===== src/rtl/ascii_case_stream.sv =====
// ascii_case_stream: streaming ASCII case converter, LANES bytes per beat.
// Mode (pass/upper/lower/toggle) is latched on the first beat of each frame.
// Datapath: one output register (OR) plus a skid register (SK) for full
// throughput with registered in_ready.
// Optional feature macro: CASE_STATS_EN adds stat_clr / conv_count, a
// saturating count of bytes whose value was changed by the conversion.
module ascii_case_stream #(
  parameter int LANES = 4,
  parameter int CNT_W = 16
) (
  input  logic                 clk,
  input  logic                 rst,
  input  logic [1:0]           mode,
  input  logic                 in_valid,
  output logic                 in_ready,
  input  logic [8*LANES-1:0]   in_data,
  input  logic                 in_last,
  output logic                 out_valid,
  input  logic                 out_ready,
  output logic [8*LANES-1:0]   out_data,
  output logic                 out_last,
  output logic                 busy
`ifdef CASE_STATS_EN
  ,
  input  logic                 stat_clr,
  output logic [CNT_W-1:0]     conv_count
`endif
);

  localparam int DW = 8 * LANES;

  typedef enum logic [0:0] {
    IDLE   = 1'b0,
    ACTIVE = 1'b1
  } state_t;

  state_t          state_q, state_d;
  logic [1:0]      mode_q, mode_d;
  logic            or_valid_q, or_valid_d;
  logic [DW-1:0]   or_data_q, or_data_d;
  logic            or_last_q, or_last_d;
  logic            sk_valid_q, sk_valid_d;
  logic [DW-1:0]   sk_data_q, sk_data_d;
  logic            sk_last_q, sk_last_d;
  logic            in_ready_q, in_ready_d;
  logic            busy_q, busy_d;

  logic            accept_s;
  logic            drain_s;
  logic [1:0]      eff_mode_s;
  logic [DW-1:0]   conv_data_s;

  // Convert one byte; only 'A'..'Z' and 'a'..'z' are letters.
  function automatic logic [7:0] conv_byte(input logic [7:0] b, input logic [1:0] m);
    logic [7:0] r;
    logic       is_up;
    logic       is_lo;
    is_up = (b >= 8'h41) && (b <= 8'h5A);
    is_lo = (b >= 8'h61) && (b <= 8'h7A);
    r     = b;
    case (m)
      2'b00: r = b;
      2'b01: begin
        if (is_lo) r = b & 8'hDF;
        else       r = b;
      end
      2'b10: begin
        if (is_up) r = b | 8'h20;
        else       r = b;
      end
      2'b11: begin
        if (is_up || is_lo) r = b ^ 8'h20;
        else                r = b;
      end
      default: r = b;
    endcase
    return r;
  endfunction

  // Convert all lanes of a beat independently.
  function automatic logic [DW-1:0] conv_beat(input logic [DW-1:0] d, input logic [1:0] m);
    logic [DW-1:0] r;
    r = '0;
    for (int i = 0; i < LANES; i++) begin
      r[8*i +: 8] = conv_byte(d[8*i +: 8], m);
    end
    return r;
  endfunction

  assign accept_s    = in_valid & in_ready_q;
  assign drain_s     = or_valid_q & out_ready;
  assign conv_data_s = conv_beat(in_data, eff_mode_s);

  assign in_ready  = in_ready_q;
  assign out_valid = or_valid_q;
  assign out_data  = or_data_q;
  assign out_last  = or_last_q;
  assign busy      = busy_q;

`ifdef CASE_STATS_EN
  localparam int PC_W  = $clog2(LANES + 1);
  localparam int SUM_W = CNT_W + PC_W;

  logic [LANES-1:0] chg_s;
  logic [LANES-1:0] or_chg_q, or_chg_d;
  logic [LANES-1:0] sk_chg_q, sk_chg_d;
  logic [CNT_W-1:0] cnt_q, cnt_d;
  logic [SUM_W-1:0] sum_s;

  // Number of set bits in a lane-changed mask.
  function automatic logic [PC_W-1:0] popcount(input logic [LANES-1:0] m);
    logic [PC_W-1:0] r;
    r = '0;
    for (int i = 0; i < LANES; i++) begin
      r = r + PC_W'(m[i]);
    end
    return r;
  endfunction

  // Flag lanes whose converted byte differs from the original input byte.
  always_comb begin
    chg_s = '0;
    for (int i = 0; i < LANES; i++) begin
      chg_s[i] = (conv_data_s[8*i +: 8] != in_data[8*i +: 8]);
    end
  end

  // Saturating changed-byte counter; a clear beats a same-cycle add.
  always_comb begin
    cnt_d = cnt_q;
    sum_s = SUM_W'(cnt_q) + SUM_W'(popcount(or_chg_q));
    if (stat_clr) begin
      cnt_d = '0;
    end else if (drain_s) begin
      if (sum_s > SUM_W'({CNT_W{1'b1}})) cnt_d = {CNT_W{1'b1}};
      else                               cnt_d = sum_s[CNT_W-1:0];
    end else begin
      cnt_d = cnt_q;
    end
  end

  assign conv_count = cnt_q;
`endif

  // Frame FSM: latch mode on the first beat, pick the mode used for conversion.
  always_comb begin
    state_d    = state_q;
    mode_d     = mode_q;
    eff_mode_s = mode_q;
    case (state_q)
      IDLE: begin
        eff_mode_s = mode;
        if (accept_s) begin
          mode_d = mode;
          if (in_last) state_d = IDLE;
          else         state_d = ACTIVE;
        end else begin
          state_d = IDLE;
        end
      end
      ACTIVE: begin
        if (accept_s && in_last) state_d = IDLE;
        else                     state_d = ACTIVE;
      end
      default: begin
        state_d = IDLE;
      end
    endcase
  end

  // OR/SK buffer steering: fill OR first, overflow into SK, refill OR from SK.
  always_comb begin
    or_valid_d = or_valid_q;
    or_data_d  = or_data_q;
    or_last_d  = or_last_q;
    sk_valid_d = sk_valid_q;
    sk_data_d  = sk_data_q;
    sk_last_d  = sk_last_q;
`ifdef CASE_STATS_EN
    or_chg_d   = or_chg_q;
    sk_chg_d   = sk_chg_q;
`endif
    if (drain_s) begin
      if (sk_valid_q) begin
        // SK full implies in_ready was low, so no accept can coincide.
        or_valid_d = 1'b1;
        or_data_d  = sk_data_q;
        or_last_d  = sk_last_q;
        sk_valid_d = 1'b0;
`ifdef CASE_STATS_EN
        or_chg_d   = sk_chg_q;
`endif
      end else if (accept_s) begin
        or_valid_d = 1'b1;
        or_data_d  = conv_data_s;
        or_last_d  = in_last;
`ifdef CASE_STATS_EN
        or_chg_d   = chg_s;
`endif
      end else begin
        or_valid_d = 1'b0;
      end
    end else begin
      if (accept_s && or_valid_q) begin
        sk_valid_d = 1'b1;
        sk_data_d  = conv_data_s;
        sk_last_d  = in_last;
`ifdef CASE_STATS_EN
        sk_chg_d   = chg_s;
`endif
      end else if (accept_s) begin
        or_valid_d = 1'b1;
        or_data_d  = conv_data_s;
        or_last_d  = in_last;
`ifdef CASE_STATS_EN
        or_chg_d   = chg_s;
`endif
      end else begin
        or_valid_d = or_valid_q;
      end
    end
    in_ready_d = ~sk_valid_d;
    busy_d     = (state_d == ACTIVE) | or_valid_d | sk_valid_d;
  end

  // State, buffer and handshake registers; reset discards any buffered beats.
  always_ff @(posedge clk or posedge rst) begin
    if (rst) begin
      state_q    <= IDLE;
      mode_q     <= 2'b00;
      or_valid_q <= 1'b0;
      or_data_q  <= '0;
      or_last_q  <= 1'b0;
      sk_valid_q <= 1'b0;
      sk_data_q  <= '0;
      sk_last_q  <= 1'b0;
      in_ready_q <= 1'b0;
      busy_q     <= 1'b0;
`ifdef CASE_STATS_EN
      or_chg_q   <= '0;
      sk_chg_q   <= '0;
      cnt_q      <= '0;
`endif
    end else begin
      state_q    <= state_d;
      mode_q     <= mode_d;
      or_valid_q <= or_valid_d;
      or_data_q  <= or_data_d;
      or_last_q  <= or_last_d;
      sk_valid_q <= sk_valid_d;
      sk_data_q  <= sk_data_d;
      sk_last_q  <= sk_last_d;
      in_ready_q <= in_ready_d;
      busy_q     <= busy_d;
`ifdef CASE_STATS_EN
      or_chg_q   <= or_chg_d;
      sk_chg_q   <= sk_chg_d;
      cnt_q      <= cnt_d;
`endif
    end
  end

endmodule


===== config.mk =====
export PLATFORM = sky130hd
export DESIGN_NAME = ascii_case_stream
export DESIGN_NICKNAME = d
export VERILOG_FILES = /design/src/rtl/ascii_case_stream.sv
export SDC_FILE = /design/constraint.sdc
export NUM_CORES = 1
export LEC_CHECK = 0
export ABC_AREA = 1
export CORE_ASPECT_RATIO = 1.25
export CORE_UTILIZATION = 50
export CTS_CLUSTER_SIZE = 24
export DETAILED_ROUTE_END_ITERATION = 8
export GPL_TIMING_DRIVEN = 0
export PLACE_DENSITY = 0.78
export SLEW_MARGIN = 25
export SYNTH_ARGS = -nofsm -noshare
export SYNTH_HDL_FRONTEND = slang
export SYNTH_SLANG_ARGS = --single-unit
export TNS_END_PERCENT = 10

===== constraint.sdc =====
create_clock -name clk -period 7.69 [get_ports clk]
set_clock_uncertainty 0.1 [all_clocks]
set_input_delay 2.307 -clock clk [delete_from_list [all_inputs] [get_ports clk]]
set_output_delay 2.307 -clock clk [all_outputs]
set_load 0.01 [all_outputs]

Word level (Yosys, flattened, before mapping) --
Index checks and enable logic that the tools add are counted.
Word-level totals: bits in registers 73, bits in latches 0, bits in writable memories 0, memory bits (read-only) 0, bits of input ports 39, output and inout port bits 36, logic and storage cells 94, memories 0
Cells by class: add/sub/neg operators 0, $mul 0, div/mod/pow operators 0, magnitude comparators 16, eq/ne operators 4, shift-type cells 0, multiplexer cells 36, bitwise gates (word level) 11, reductions and logical operators 17
Operators by type and width (number):
- 32-bit two-way mux | 4
- 8-bit one-hot mux with 4 select lines | 4
- 6-bit two-way mux | 12
- 8-bit by 7-bit >= comparator with 1-bit output, second input constant | 8
- 8-bit by 7-bit <= comparator with 1-bit output, second input constant | 8
- 1-bit two-way mux | 14
- 1-bit logical AND | 10
- 1-bit NOT | 7
- 2-bit == test, second input constant | 2
- 1-bit logical OR | 4
- 2-bit AND reduction | 2
- 1-bit bitwise AND | 2
- 2-bit by 1-bit == test with 1-bit output, second input constant | 1
- 2-bit logical NOT | 1
- 2-bit two-way mux | 1
- 2-bit != test, second input constant | 1
- 1-bit bitwise OR | 2
- 1-bit one-hot mux with 2 select lines | 1

Logic depth before layout (Yosys ltp) --
Gate-level depths: netlist (run 1).
depth after elaboration 8, depth in mapped cells 14, depth with buffers taken out 14

Least setup slack after synthesis (run 1) --
OpenSTA, ideal clock, no wires.
kind input -> register, from input in_valid, to register sk_data_q[0], setup time 0.116 ns, arrival 3.216 ns, required time 7.474 ns, path slack 4.257 ns, stages 9, path buffers 2, path through nand2_1 nor2_1 inv_2 nor2_4 inv_2 buf_6 buf_2 nand2_1 nand2_1
On the way: longest elaborated chain between the ends 3
Ends and longest elaborated chain:
- start: declaration | line 14 | input logic in_valid,
- 1-bit bitwise AND | line 90 | assign accept_s = in_valid & in_ready_q;
- 1-bit logical AND | line 204 | if (accept_s && or_valid_q) begin
- 2-bit AND reduction (no source line)
- end signal: assignment | line 251 | sk_data_q <= sk_data_d;
- end: declaration | line 43 | logic [DW-1:0] sk_data_q, sk_data_d;
No other way between the ends. A chain may end at the register's enable or synchronous reset.

Final worst setup path (run 1) --
from input in_valid, to register sk_data_q[1]
Same word-level chain as after synthesis.

==> results.md, run 1 <==
* Net Sw Power at ~680 uW
* Worst slew pin tran at 0.631 ns
* Worst hold path class: reg2reg
* Synth-to-Final Area Change at 29.3%
* Reg2Reg Launch Point: in_ready$_DFF_PP0_
* Asr flop ratio synth at 100%
* Final cycle utilization of the critical path at 51.9%
* Final setup violation count at 0
* Worst Hold Path EP: sk_data_q[25]$_DFFE_PP0P_
* Port-buffer cells at 74
* Cts-stage hold buffer count at 0
* IO Pins at between 70 and 80
* First-pass GRT wire length at 17.3 mm
* Cells after synthesis at 481
* Setup TNS at 0 ns
* DR iter-0 viols at 332
* Warnings from Yosys at 0
* Crit path required time at a little under 8 ns
* Gp weighted congestion at 0.871
* Avg WL per Cell at 16.0 um
* Power share of the clock group at 18.5%
* Top_reg_cell synth: dfrtp_1
* Static Leak at about 2.2 nW
* Skew-Pair Late Insertion Delay at 0.35 ns
* Global route overflow at 0
* Final Max Slew Viols at 0
* Nature of the critical path endpoint: flop
* Total die area at 0.00783 mm2
* Post-synth EDFFs at 0
* Number of nets in the layout at around 610
* Status: complete, no violations
* Initial Util at 52.6%
* RSZ-0062 raised after global routing: no
* Clock transition at path regs at 0.07 ns
* Cell variety after synth at 28
* Layout cells sized above 1 at 8.57%
* Leading area contributor after synthesis: dfrtp_1
* Die Ht at a little under 100 um
* Combinational share of power at 42.7%
* Resize count post-CTS at 0
* Pin count of the biggest net entering global routing at 40
* Core footprint at roughly 0.0071 mm2
* Slowest stage delay, CP at 0.46 ns
* Syn nets at 520
* Overall routed net length at 10.6 mm
* Min-delay src: sk_data_q[25]$_DFFE_PP0P_
* Flops & latches, synth at 73
* Worst Setup Path Type: in2reg
* Syn avg cell area at 7.78 um2
* Peak supply drop at between 0.2 and 0.3 mV
* Hold Path Cell Cnt at 2
* Worst setup SP type: input port
* Setup bufs post-CTS at 0
* Sequential element share of the synthesized area at about half
* Slew headroom at 57.9%
* Initial antenna violation count at 0
* Reg2Reg Depth at 8
* Root Driver: clkbuf_8
* Pint at 1.14 mW
* Remaining DRCs at 0
* DP HPWL at 7.62 mm
* Tmin final at approximately 4 ns
* CTS max path bufs at 2
* Final non-filler cell area at just under 0.005 mm2
* WP data arrival at 4.09 ns
* Fmax at between 200 and 300 MHz
* Synth top area cells: dfrtp_1, nand2_1, o21ai_0
* Slowest-stage cell, CP: clkdlybuf4s50_1
* Final hold violation count at 0
* Rows at 34
* Commonest cells after routing, fill and taps aside: nand2_1, clkdlybuf4s50_1, dfrtp_1
* Die Wd at 79.4 um
* Vias in the first global route at 3,553
* Antenna Cells at 0
* DRT Pass-1 Iters at 5
* Vias per cell at 5.57
* Synth Cell Area at 0.00374 mm2
* H-tree depth at 3
* Worst path cell trace: clkdlybuf4s50_1 > nand2_1 > nor2_1 > inv_2 > nor2_4 > inv_2 > clkbuf_1 > nand2_1 > o21ai_0
* Max Cap Violations at 0
* Sw Ratio at between 30% and 40%
* Reg-to-reg slack, setup at 5.76 ns
* Top-area cell type share of the netlist area at 48.8%
* Vias after detailed routing at around 3,700
* Total CTS buffers at 9
* Reg power frac at 38.8%
* Pwr dens at between 300 and 400 mW/mm2
* Antenna Violating Nets Remaining at 0
* Commonest non-fill, non-tap cell in the layout: nand2_1
* Tot GR Track Use at 29.1%
* Placed Area at 0.00462 mm2
* Clock sink count at 73
* CP max FO at 10
* Worst R2R End: sk_data_q[1]$_DFFE_PP0P_
* CTS tree: built
-- kinds of logic (layout without fill, tap and decap cells) --
family,count (synthesis),count (layout),share of synthesized area [%]
and+or+nand+nor,227,227,24.4
buffers and inverters,58,149,7.33
AOI/OAI and AO/OA,121,121,18.8
muxes,2,2,0.602
DFF,73,73,48.8
-- through the flow --
stage / util (%) / hold WS, ns / setup WS [ns] / cells / power [mW]
3_3_place_gp: 64.7 / 0.350 / 2.23 / 645 / 1.45
6_report: 68.1 / 0.372 / 3.70 / 662 / 1.82
5_1_grt: 68.1 / 0.392 / 3.55 / 662 / 1.95
4_1_cts: 68.1 / 0.371 / 3.69 / 662 / 1.82
2_1_floorplan: - / 0.337 / 3.43 / 481 / 1.13
3_5_place_dp: 65.0 / 0.354 / 3.34 / 646 / 1.48
-- power by group through the flow --
stage	sequential, mW	combinational (mW)	clock, mW
after floorplan	0.733	0.393	0
after global placement	0.703	0.747	0
after detailed placement	0.712	0.772	0
after CTS	0.706	0.777	0.339
after global routing	0.732	0.860	0.354
final	0.707	0.777	0.337
-- worst max-delay path: cells and delay by family --
| family | cells | cell delay (ns) |
|---|---|---|
| AND/OR/NAND/NOR | 4 | 0.75 |
| AO/OA/AOI/OAI | 1 | 0.10 |
| buffers and inverters | 4 | 0.95 |
-- cell usage after synthesis, types with 2 or more instances --
| cell | count |
|---|---|
| inv_1 | 31 |
| a21oi_1 | 22 |
| dfrtp_1 | 73 |
| o21ai_0 | 51 |
| clkbuf_1 | 8 |
| nor3_1 | 2 |
| nor2_1 | 33 |
| buf_4 | 3 |
| nand4_1 | 6 |
| o211ai_1 | 4 |
| nor2_4 | 2 |
| nand3_1 | 11 |
| o221a_2 | 3 |
| a31oi_1 | 6 |
| o221ai_1 | 9 |
| o22ai_1 | 12 |
| inv_2 | 5 |
| o21ai_2 | 2 |
| o21ai_1 | 10 |
| nor2_2 | 2 |
| nand2_2 | 2 |
| nand2_1 | 167 |
| buf_6 | 5 |
| or2_1 | 2 |
| mux2_2 | 2 |
| buf_2 | 6 |
-- flip-flops by register name, indices dropped and copies added (netlist names) --
| signal | cells |
|---|---|
| busy | 1 |
| out_data | 32 |
| sk_last_q | 1 |
| sk_valid_q | 1 |
| out_last | 1 |
| out_valid | 1 |
| mode_q | 2 |
| in_ready | 1 |
| sk_data_q | 32 |
| state_q | 1 |
-- metal layers --
metal / global-route usage, % / wire length, um
met1: 37.5 / 4520
met2: 48.0 / 5100
met3: 4.72 / 688
met4: 12.4 / 293
met5: 0 / 0
-- final cells by class --
| type | count | area (um2) |
|---|---|---|
| fillers | 613 | 2270 |
| flip-flops and latches | 73 | 1830 |
| multi-input cells | 350 | 1640 |
| repair buffers | 75 | 761 |
| clock buffers | 11 | 141 |
| plain buffers | 22 | 139 |
| inverters | 36 | 138 |
| well taps | 90 | 113 |
| clock inverters | 5 | 78.8 |
-- how the worst max path moves through the flow --
stage / end / slack [ns] / start / depth (start not counted)
4_1_cts: sk_data_q[1]$_DFFE_PP0P_ / 3.69 / in_valid / 9
5_1_grt: sk_data_q[1]$_DFFE_PP0P_ / 3.55 / in_valid / 9
3_3_place_gp: out_data[28]$_DFFE_PP0N_ / 2.23 / rst / 2
2_1_floorplan: busy$_DFF_PP0_ / 3.43 / rst / 1
6_report: sk_data_q[1]$_DFFE_PP0P_ / 3.70 / in_valid / 9
3_5_place_dp: sk_data_q[31]$_DFFE_PP0P_ / 3.34 / in_valid / 9
No activity file was read; power rests on OpenSTA's default activity.
==> inputs of run 2 (changes only) <==
==> constraint.sdc (replaced) <==
create_clock -name clk -period 3.9 [get_ports clk]
set_clock_uncertainty 0.1 [all_clocks]
set_input_delay 1.17 -clock clk [delete_from_list [all_inputs] [get_ports clk]]
set_output_delay 1.17 -clock clk [all_outputs]
set_load 0.01 [all_outputs]
==> results of run 2 <==
The final DEF is identical to that of run 1. Status: complete, no violations.
Main changes from that run: setup slack after placement 3.34 ns -> 0.687 ns; setup slack after layout 3.70 ns -> 1.05 ns; register-to-register setup slack 5.76 ns -> 1.97 ns; total power 1.82 mW -> 3.59 mW; worst IR drop on VDD 0.276 mV -> 0.545 mV
